$ cat config.mk
export PLATFORM = sky130hd
export DESIGN_NAME = syn_updown_counter_mod
export DESIGN_NICKNAME = d
export VERILOG_FILES = /design/src/rtl/counter_pkg.sv /design/src/rtl/counter_next_val.sv /design/src/rtl/syn_updown_counter_mod.sv
export SDC_FILE = /design/constraint.sdc
export NUM_CORES = 1
export LEC_CHECK = 0
export CAP_MARGIN = 25
export CORE_AREA = 4 4 41 43
export DETAILED_ROUTE_END_ITERATION = 10
export DIE_AREA = 0 0 45 47
export GPL_ROUTABILITY_DRIVEN = 0
export PLACE_DENSITY_LB_ADDON = 0.3
export SLEW_MARGIN = 5
export SYNTH_ARGS = -nofsm -noshare
export SYNTH_HDL_FRONTEND = slang
export SYNTH_SLANG_ARGS = --single-unit
$ cat constraint.sdc
create_clock -name clk -period 3.8 [get_ports clk]
set_clock_uncertainty 0.15 [all_clocks]
set_input_delay 0.57 -clock clk [delete_from_list [all_inputs] [get_ports clk]]
set_output_delay 0.57 -clock clk [all_outputs]
set_load 0.01 [all_outputs]
$ cat src/rtl/counter_pkg.sv
// rtl/counter_pkg.sv - shared constants and parameter checks for counter blocks (COUNTER_SATURATE_EN aware)
package counter_pkg;

    // Direction encoding on up_dn
    localparam logic DIR_UP   = 1'b1;
    localparam logic DIR_DOWN = 1'b0;

    // True when MODULUS fits a WIDTH-bit register and gives at least two states
    function automatic bit modulus_is_legal(input int unsigned width, input longint unsigned modulus);
        if (width == 0 || width > 63) begin
            return 1'b0;
        end
        return (modulus >= 64'd2) && (modulus <= (64'd1 << width));
    endfunction

endpackage

$ cat src/rtl/counter_next_val.sv
// rtl/counter_next_val.sv - next-state, wrap and terminal-count logic (COUNTER_SATURATE_EN selects saturation)
module counter_next_val
    import counter_pkg::*;
#(
    parameter int WIDTH   = 4,
    parameter int MODULUS = 16
) (
    input  logic [WIDTH-1:0] count,
    input  logic             en,
    input  logic             up_dn,
    input  logic             load,
    input  logic [WIDTH-1:0] load_val,
    output logic [WIDTH-1:0] next_count,
    output logic             wrap_next,
    output logic             tc
);

    // Top of the count range; the extended modulus lets load clamping work when MODULUS == 2**WIDTH
    localparam logic [WIDTH-1:0] MAX_VAL = WIDTH'(MODULUS - 1);
    localparam logic [WIDTH:0]   MOD_EXT = (WIDTH+1)'(MODULUS);

    logic             at_max;
    logic             at_zero;
    logic             load_too_big;
    logic [WIDTH-1:0] load_clamped;
    logic [WIDTH-1:0] count_inc;
    logic [WIDTH-1:0] count_dec;

    assign at_max       = (count == MAX_VAL);
    assign at_zero      = (count == '0);
    assign load_too_big = ({1'b0, load_val} >= MOD_EXT);
    assign load_clamped = load_too_big ? MAX_VAL : load_val;
    assign count_inc    = count + WIDTH'(1);
    assign count_dec    = count - WIDTH'(1);

    // Combinational so a cascaded stage sees the carry in the same cycle; load does not mask it
    assign tc = en & ((up_dn == DIR_UP) ? at_max : at_zero);

    // Priority: load, then enabled count, otherwise hold
    always_comb begin
        next_count = count;
        wrap_next  = 1'b0;
        if (load) begin
            next_count = load_clamped;
        end else if (en) begin
            if (up_dn == DIR_UP) begin
                if (at_max) begin
`ifdef COUNTER_SATURATE_EN
                    next_count = MAX_VAL;
`else
                    next_count = '0;
                    wrap_next  = 1'b1;
`endif
                end else begin
                    next_count = count_inc;
                end
            end else begin
                if (at_zero) begin
`ifdef COUNTER_SATURATE_EN
                    next_count = '0;
`else
                    next_count = MAX_VAL;
                    wrap_next  = 1'b1;
`endif
                end else begin
                    next_count = count_dec;
                end
            end
        end
    end

endmodule

$ cat src/rtl/syn_updown_counter_mod.sv
// rtl/syn_updown_counter_mod.sv - modulo up/down counter with load, tc and wrap pulse (COUNTER_SATURATE_EN selects saturation)
module syn_updown_counter_mod
    import counter_pkg::*;
#(
    parameter int WIDTH   = 4,
    parameter int MODULUS = 16
) (
    input  logic             clk,
    input  logic             reset,
    input  logic             en,
    input  logic             up_dn,
    input  logic             load,
    input  logic [WIDTH-1:0] load_val,
    output logic [WIDTH-1:0] count,
    output logic             tc,
    output logic             wrap
);

    // Reject parameter sets whose range cannot be represented
    generate
        if (!modulus_is_legal(WIDTH, longint'(MODULUS))) begin : g_bad_modulus
            $error("syn_updown_counter_mod: MODULUS must satisfy 2 <= MODULUS <= 2**WIDTH");
        end
    endgenerate

    logic [WIDTH-1:0] next_count;
    logic             wrap_next;

    counter_next_val #(
        .WIDTH   (WIDTH),
        .MODULUS (MODULUS)
    ) u_next_val (
        .count      (count),
        .en         (en),
        .up_dn      (up_dn),
        .load       (load),
        .load_val   (load_val),
        .next_count (next_count),
        .wrap_next  (wrap_next),
        .tc         (tc)
    );

    // Count and wrap registers; wrap is a one-cycle echo of the wrap decision
    always_ff @(posedge clk or negedge reset) begin
        if (!reset) begin
            count <= '0;
            wrap  <= 1'b0;
        end else begin
            count <= next_count;
            wrap  <= wrap_next;
        end
    end

endmodule

== Word level (Yosys, flattened, before mapping) ==
Index checks and enable logic that the tools add are counted.

* Flip-flop bits (word level): 5
* Output and inout port bits: 6

* Add/sub/neg operators: 2
* Equal/unequal tests: 1
* Muxes and demuxes: 11
* Bitwise gates (word level): 1
* Reductions and logical operators: 2

{| class="wikitable"
|+ Operator list
! cell !! number
|-
| 4-bit two-way mux || 5
|-
| 1-bit two-way mux || 6
|-
| 4-bit by 1-bit adder with 4-bit output, second input constant || 1
|-
| 4-bit == test, second input constant || 1
|-
| 4-bit logical NOT || 1
|-
| 4-bit by 1-bit subtractor with 4-bit output, second input constant || 1
|-
| 2-bit nonzero test || 1
|-
| 1-bit AND || 1
|}

== Depth between registers and ports, before layout ==
Gate-level depths: netlist (run 1).

* Depth after elaboration: 5
* Depth in mapped cells: 6

== Modules after synthesis ==
From an unflattened synthesis (run 1), not the netlist that was laid out.

* Cell total of the unflattened synthesis: 40
* Area total of the unflattened synthesis: 365.4 um^2

{| class="wikitable"
|+ By module, submodules not included
! module !! instances !! cells each !! area each (um^2) !! seq. area each (um^2)
|-
| counter_next_val || 1 || 35 || 240.2 || 0.0
|-
| syn_updown_counter_mod || 1 || 5 || 125.1 || 125.1
|}

== Worst setup path after synthesis (run 1) ==
Ideal clock, no wire load.

* Path type: register to output
* Start: register count[0]
* End: output tc
* Arrival: 1.340 ns
* Slack: 1.740 ns
* Stages on the path, launching flop included: 5
* Buffers on the path: 0
* Cells stage by stage: dfrtp_1 -> inv_1 -> ha_1 -> or4b_4 -> a21boi_2

* Word-level cells in the longest chain between the ends: 3
* Elaborated cells on any way between the ends: 4

{| class="wikitable"
|+ Ends and longest elaborated chain
! element !! line !! RTL
|-
| from (decl) || syn_updown_counter_mod.sv:14 || <nowiki>output logic [WIDTH-1:0] count,</nowiki>
|-
| from (signal assigned) || syn_updown_counter_mod.sv:49 || <nowiki>count <= next_count;</nowiki>
|-
| 4-bit == test or 4-bit logical NOT (tied branches) || counter_next_val.sv:29, counter_next_val.sv:30 ||
|-
| 1-bit two-way mux (*) || counter_next_val.sv:37 || <nowiki>assign tc = en & ((up_dn == DIR_UP) ? at_max : at_zero);</nowiki>
|-
| 1-bit AND (*) || counter_next_val.sv:37 ||
|-
| to (decl) || syn_updown_counter_mod.sv:15 || <nowiki>output logic tc,</nowiki>
|}

Mark *: on every way between the ends. The rest lies on a longest branch, timed or not.

== Worst setup path after layout (run 1) ==
* Start: input up_dn
* End: output tc

* Word-level cells in the longest chain between the ends: 2

{| class="wikitable"
|+ Ends and longest elaborated chain
! element !! line !! RTL
|-
| from (decl) || syn_updown_counter_mod.sv:11 || <nowiki>input logic up_dn,</nowiki>
|-
| 1-bit two-way mux || counter_next_val.sv:37 ||
|-
| 1-bit AND || counter_next_val.sv:37 ||
|}

No other way between the ends.

==> impl_metrics.env, run 1 <==
export IMPL_cts_buffers=3
export IMPL_crit_path_end_kind="primary output"
export IMPL_hold_ws_ns=0.4137
export IMPL_drive_gt1_share_pct=12.28
export IMPL_tns_ns=0
export IMPL_die_area_mm2=0.002115
export IMPL_synth_warnings=0
export IMPL_worstSkewPairLatency_ns=0.24
export IMPL_hold_class="primary input to asynchronous set/reset pin"
export IMPL_r2r_slack_ns=2.03
export IMPL_ctsResizeCount=0
export IMPL_ys_seq_area_share_pct=32.79
export IMPL_synth_distinct_cells=23
export IMPL_portBuffers=14
export IMPL_min_period_over_period_pct=80.24
export IMPL_peakVddDrop_mv=0.1837
export IMPL_cts_sink_count=5
export IMPL_worst_slew_pin_slew_ns=0.3907
export IMPL_viasPerCell=4.639
export IMPL_drtAntennaViolNets=0
export IMPL_drt_wirelength_per_cell_um=10.81
export IMPL_fmax_mhz=328.0
export IMPL_nets=69
export IMPL_rows=13
export IMPL_slew_headroom_pct=73.87
export IMPL_syn_area_per_cell_um2=9.540
export IMPL_final_cell_mix="clkdlybuf4s50_1 (14), nand2_1 (5), dfrtp_1 (5)"
export IMPL_path_class="primary input to primary output"
export IMPL_dp_slack_ns=0.7449
export IMPL_p_leak_nw=0.2376
export IMPL_multiInputGateArea_um2=234.0
export IMPL_clock_root_buffer="clkbuf_4"
export IMPL_clkTransAtPathRegs_ns=0.04
export IMPL_arrival_ns=2.33
export IMPL_die_w_um=45
export IMPL_areaGrowthSynthToFinish_pct=45.57
export IMPL_nFillCells=142
export IMPL_dr_pass1_iters=2
export IMPL_first_global_vias=293
export IMPL_fp_coreArea_mm2=0.001301
export IMPL_maxSlewViolCount=0
export IMPL_timing_rr_end="count[3]$_DFFE_PN0P_"
export IMPL_r2r_cells=6
export IMPL_required_ns=3.08
export IMPL_power_density_mw_per_mm2=364.9
export IMPL_timing_final_ws_setup_ns=0.7510
export IMPL_setup_viol_count_final=0
export IMPL_grt_overflow_total=0
export IMPL_grtUsageTotal_pct=9.113
export IMPL_cts_tree="done"
export IMPL_start_kind="primary input"
export IMPL_remaining_drc_errors=0
export IMPL_reg2reg_from="count[0]$_DFFE_PN0P_"
export IMPL_synth_xor_area_share_pct=6.885
export IMPL_grt_max_degree=10
export IMPL_power_mw=0.2027
export IMPL_synthSimpleGateAreaFrac_pct=21.64
export IMPL_cts_hold_buf=0
export IMPL_antenna_found_initial=0
export IMPL_start_util_pct=29.33
export IMPL_drt_wl_total_um=778
export IMPL_synth_fa_ha_area_share_pct=6.557
export IMPL_htree_levels=1
export IMPL_drt_iter0_markers=4
export IMPL_cts_max_path_buffers=2
export IMPL_synth_top_family_by_area="simple AND/OR/NAND/NOR gates"
export IMPL_outcome="finished clean"
export IMPL_syn_nets=51
export IMPL_cp_startpoint="up_dn"
export IMPL_num_vias=334
export IMPL_antennaDiodeCount=0
export IMPL_layout_commonest_cell="clkdlybuf4s50_1"
export IMPL_drv_cap=0
export IMPL_synth_cells=40
export IMPL_syn_area_um2=381.6
export IMPL_fp_dieH_um=47
export IMPL_synth_compound_area_share_pct=14.75
export IMPL_synth_seq_cells=5
export IMPL_pin_count=15
export IMPL_crit_fanout=6
export IMPL_hold_viol=0
export IMPL_grt_pass1_wl_um=1297
export IMPL_synth_mux_area_share_pct=11.48
export IMPL_cts_setup_buffers=0
export IMPL_timing_final_crit_period_ns=3.049
export IMPL_rsz0062_at_grt="false"
export IMPL_seq_area_um2=125.1
## synth_stat cells (all sizes together)
cell | count | area, µm²
mux2i | 1 | 10.01
nand4 | 1 | 6.260
buf | 1 | 11.26
nand2 | 5 | 18.77
dfrtp | 5 | 125.1
nor2 | 1 | 3.750
a21boi | 1 | 11.26
a211o | 1 | 8.760
nor2b | 2 | 20.02
nor3b | 1 | 7.510
mux2 | 3 | 33.78
ha | 2 | 25.02
xnor2 | 3 | 26.28
a21oi | 2 | 10.01
or4 | 1 | 7.510
o21ai | 4 | 20.02
a31oi | 1 | 6.260
or4b | 1 | 13.76
nor3 | 1 | 5.000
inv | 3 | 11.26
## metal layers
metal	GRT usage (%)	routed length [µm]	up-vias
met3	4.215	65	0
met1	11.93	394	147
met5	0	0	-
met4	7.018	0	0
li1	-	-	175
met2	11.30	318	12
## flip-flops by register name (all words and copies together) (netlist names)
name / flops
wrap: 1
count: 4
## report_power, final
part	switching [mW]	internal (mW)
logic	0.0275	0.0427
clock network	0.0202	0.0396
registers	0.0122	0.0606
total	0.0598	0.143
## cell type report
type	instances	share of cell area (%)
Tap cell	15	3.378
Clock buffer	4	4.730
Sequential cell	5	22.52
Inverter	3	2.027
Timing Repair Buffer	14	25.23
Multi-Input combinational cell	31	42.12
## how the worst max path moves through the flow
| stage | to | slack [ns] | cells after the start |
|---|---|---|---|
| 2_1_floorplan | tc | 1.74 | 4 |
| 3_3_place_gp | tc | 0.77 | 4 |
| 3_5_place_dp | tc | 0.74 | 4 |
| 4_1_cts | tc | 0.74 | 4 |
| 5_1_grt | tc | 0.68 | 4 |
| 6_report | tc | 0.75 | 4 |
## critical path, stage by stage
cell and delay (ns):
clkdlybuf4s50_1 0.51, or4b_4 0.54, a21boi_2 0.16, clkdlybuf4s50_1 0.55
## stage by stage
| step | util (%) | area [µm²] | cells |
|---|---|---|---|
| final | 42.69 | 555.5 | 72 |
| after global routing | 42.69 | 555.5 | 72 |
| after CTS | 42.69 | 555.5 | 72 |
| after detailed placement | 40.67 | 529.3 | 68 |
| after global placement | 40.67 | 529.3 | 68 |
| after floorplan | - | 381.6 | 40 |
## kinds of logic after synthesis
| logic type | count (synthesis) |
|---|---|
| adder cells (fa/ha/maj) | 2 |
| XOR/XNOR | 3 |
| AO/OA/AOI/OAI | 9 |
| buffers and inverters | 4 |
| flip-flops | 5 |
| multiplexers | 4 |
| AND/OR/NAND/NOR | 13 |
Power figures use the tool's default switching activity.
==> inputs of run 2 (changes only) <==
- clock period: 3.8 -> 2.7 ns (I/O delays scaled with it)
==> run 2 against run 1 <==
Sequential share of layout area decreased by 0.83 points. Critical endpoint unchanged. Worst setup slack got worse by 0.44 ns. Largest power group unchanged. Clock-buffer cell count unchanged. Flip-flop and latch count unchanged. Core utilization increased by 1.6 points.
==> impl_metrics.env, run 2 (same netlist as run 1, synthesis figures left out) <==
export IMPL_nFillCells=133
export IMPL_p_int_mw=0.2033
export IMPL_first_global_vias=310
export IMPL_path_class="flip-flop to primary output"
export IMPL_drt_iter0_markers=0
export IMPL_largest_reg_flops=4
export IMPL_dp_hpwl_um=675.2
export IMPL_arrival_ns=1.84
export IMPL_rsz0062_at_grt="false"
export IMPL_cts_max_path_buffers=2
export IMPL_setup_viol_count_final=0
export IMPL_hold_class="primary input to asynchronous set/reset pin"
export IMPL_drtAntennaViolNets=0
export IMPL_cts_buffers=3
export IMPL_layout_commonest_cell="clkdlybuf4s50_1"
export IMPL_remaining_drc_errors=0
export IMPL_drv_cap=0
export IMPL_pin_count=15
export IMPL_cts_setup_buffers=0
export IMPL_viasPerCell=4.600
export IMPL_r2r_cells=6
export IMPL_rows=13
export IMPL_num_vias=345
export IMPL_p_leak_nw=0.2567
export IMPL_areaGrowthSynthToFinish_pct=51.15
export IMPL_crit_path_end_kind="primary output"
export IMPL_max_stage_delay_ns=0.48
export IMPL_drt_wl_total_um=850
export IMPL_antennaDiodeCount=0
export IMPL_cp_top_family="simple AND/OR/NAND/NOR gates"
export IMPL_power_density_mw_per_mm2=503.8
export IMPL_timing_final_ws_setup_ns=0.3086
export IMPL_grtUsageTotal_pct=9.690
export IMPL_cts_tree="done"
export IMPL_start_util_pct=29.33
export IMPL_hold_viol=0
export IMPL_fp_dieH_um=47
export IMPL_final_cell_mix="clkdlybuf4s50_1 (13), nand2_1 (5), dfrtp_1 (5)"
export IMPL_grt_max_degree=9
export IMPL_nets=72
export IMPL_reg_top3="count x4, wrap x1"
export IMPL_required_ns=2.14
export IMPL_portBuffers=14
export IMPL_fmax_mhz=418.2
export IMPL_clock_root_buffer="clkbuf_4"
export IMPL_p_comb_share_pct=35.0
export IMPL_min_period_over_period_pct=88.57
export IMPL_critPathSlowestCell="or4b_4"
export IMPL_cts_hold_buf=0
export IMPL_htree_levels=1
export IMPL_peakVddDrop_mv=0.2403
export IMPL_worstSkewPairLatency_ns=0.24
export IMPL_r2r_slack_ns=0.96
export IMPL_p_sw_mw=0.08731
export IMPL_worst_slew_pin_slew_ns=0.2649
export IMPL_cp_cell_sequence="inv_1 > ha_1 > or4b_4 > a21boi_2 > dlygate4sd2_1"
export IMPL_tns_ns=0
export IMPL_drive_gt1_share_pct=16.67
export IMPL_start_kind="flip-flop"
export IMPL_top_register="count"
export IMPL_die_w_um=45
export IMPL_timing_final_crit_period_ns=2.391
export IMPL_timing_rr_end="count[3]$_DFFE_PN0P_"
export IMPL_clkTransAtPathRegs_ns=0.04
export IMPL_grt_overflow_total=0
export IMPL_maxSlewViolCount=0
export IMPL_drt_wirelength_per_cell_um=11.33
export IMPL_slew_headroom_pct=82.29
export IMPL_dr_pass1_iters=1
export IMPL_grt_pass1_wl_um=1393
export IMPL_dp_slack_ns=0.1119
export IMPL_crit_buf_inv=2
export IMPL_outcome="finished clean"
export IMPL_clock_power_share_pct=29.7
export IMPL_crit_fanout=6
export IMPL_multiInputGateArea_um2=234.0
export IMPL_power_frac_seq_pct=35.3
export IMPL_fp_coreArea_mm2=0.001301
export IMPL_antenna_found_initial=0
export IMPL_die_area_mm2=0.002115
export IMPL_seq_area_um2=125.1
export IMPL_switching_share_pct=30.04
export IMPL_cts_sink_count=5
export IMPL_hold_ws_ns=0.2535
export IMPL_reg2reg_from="count[0]$_DFFE_PN0P_"
-- run 2: cell count changes in the layout (fill, tap and decap cells not counted) --
cell | previous run | this run
buf_4 | 0 | 3
dlygate4sd2_1 | 0 | 1
clkdlybuf4s50_1 | 14 | 13
-- run 2: routing by layer --
metal | GRT usage (%) | part of all wire, % | up-vias
met4 | 7.018 | 0 | 0
met2 | 12.99 | 44 | 10
met5 | 0 | 0 | -
met3 | 3.448 | 5.3 | 0
li1 | - | - | 184
met1 | 12.70 | 50 | 151
-- run 2: how the worst max path moves through the flow --
stage / slack [ns] / end / from / cells past startpoint
after global routing: 0.19 / tc / count[0]$_DFFE_PN0P_ / 5
after CTS: 0.27 / tc / count[0]$_DFFE_PN0P_ / 5
after global placement: 0.12 / tc / up_dn / 4
after detailed placement: 0.11 / tc / up_dn / 4
after floorplan: 0.80 / tc / count[0]$_DFFE_PN0P_ / 4
final: 0.31 / tc / count[0]$_DFFE_PN0P_ / 5
-- run 2: power by group through the flow --
| stage | registers [mW] | clock network [mW] | logic (mW) |
|---|---|---|---|
| floorplan | 0.105 | 0 | 0.0526 |
| global placement | 0.104 | 0 | 0.104 |
| detailed placement | 0.104 | 0 | 0.103 |
| CTS | 0.103 | 0.0936 | 0.103 |
| global route | 0.104 | 0.102 | 0.112 |
| finish | 0.103 | 0.0863 | 0.102 |
-- run 2: per-stage QoR --
stage	utilization (%)	total power, mW	instance area (µm²)	std cells
after floorplan	-	0.1571	381.6	40
after global placement	42.40	0.2079	551.8	71
after detailed placement	42.40	0.2063	551.8	71
after CTS	44.33	0.2995	576.8	75
after global routing	44.33	0.3179	576.8	75
final	44.33	0.2906	576.8	75
-- run 2: final cells by class --
type                       count  area share, %
multi-input combinational     31          40.56
tap                           15          3.254
clock buffer                   4          4.555
sequential                     5          21.69
inverter                       3          1.952
timing repair buffer          17          27.98
-- run 2: repair_timing --
item / 4_1_cts / 5_1_grt
gates resized for setup: 1 / 0
hold endpoints to repair: 0 / 0
endpoints found under the setup margin: 1 / 0
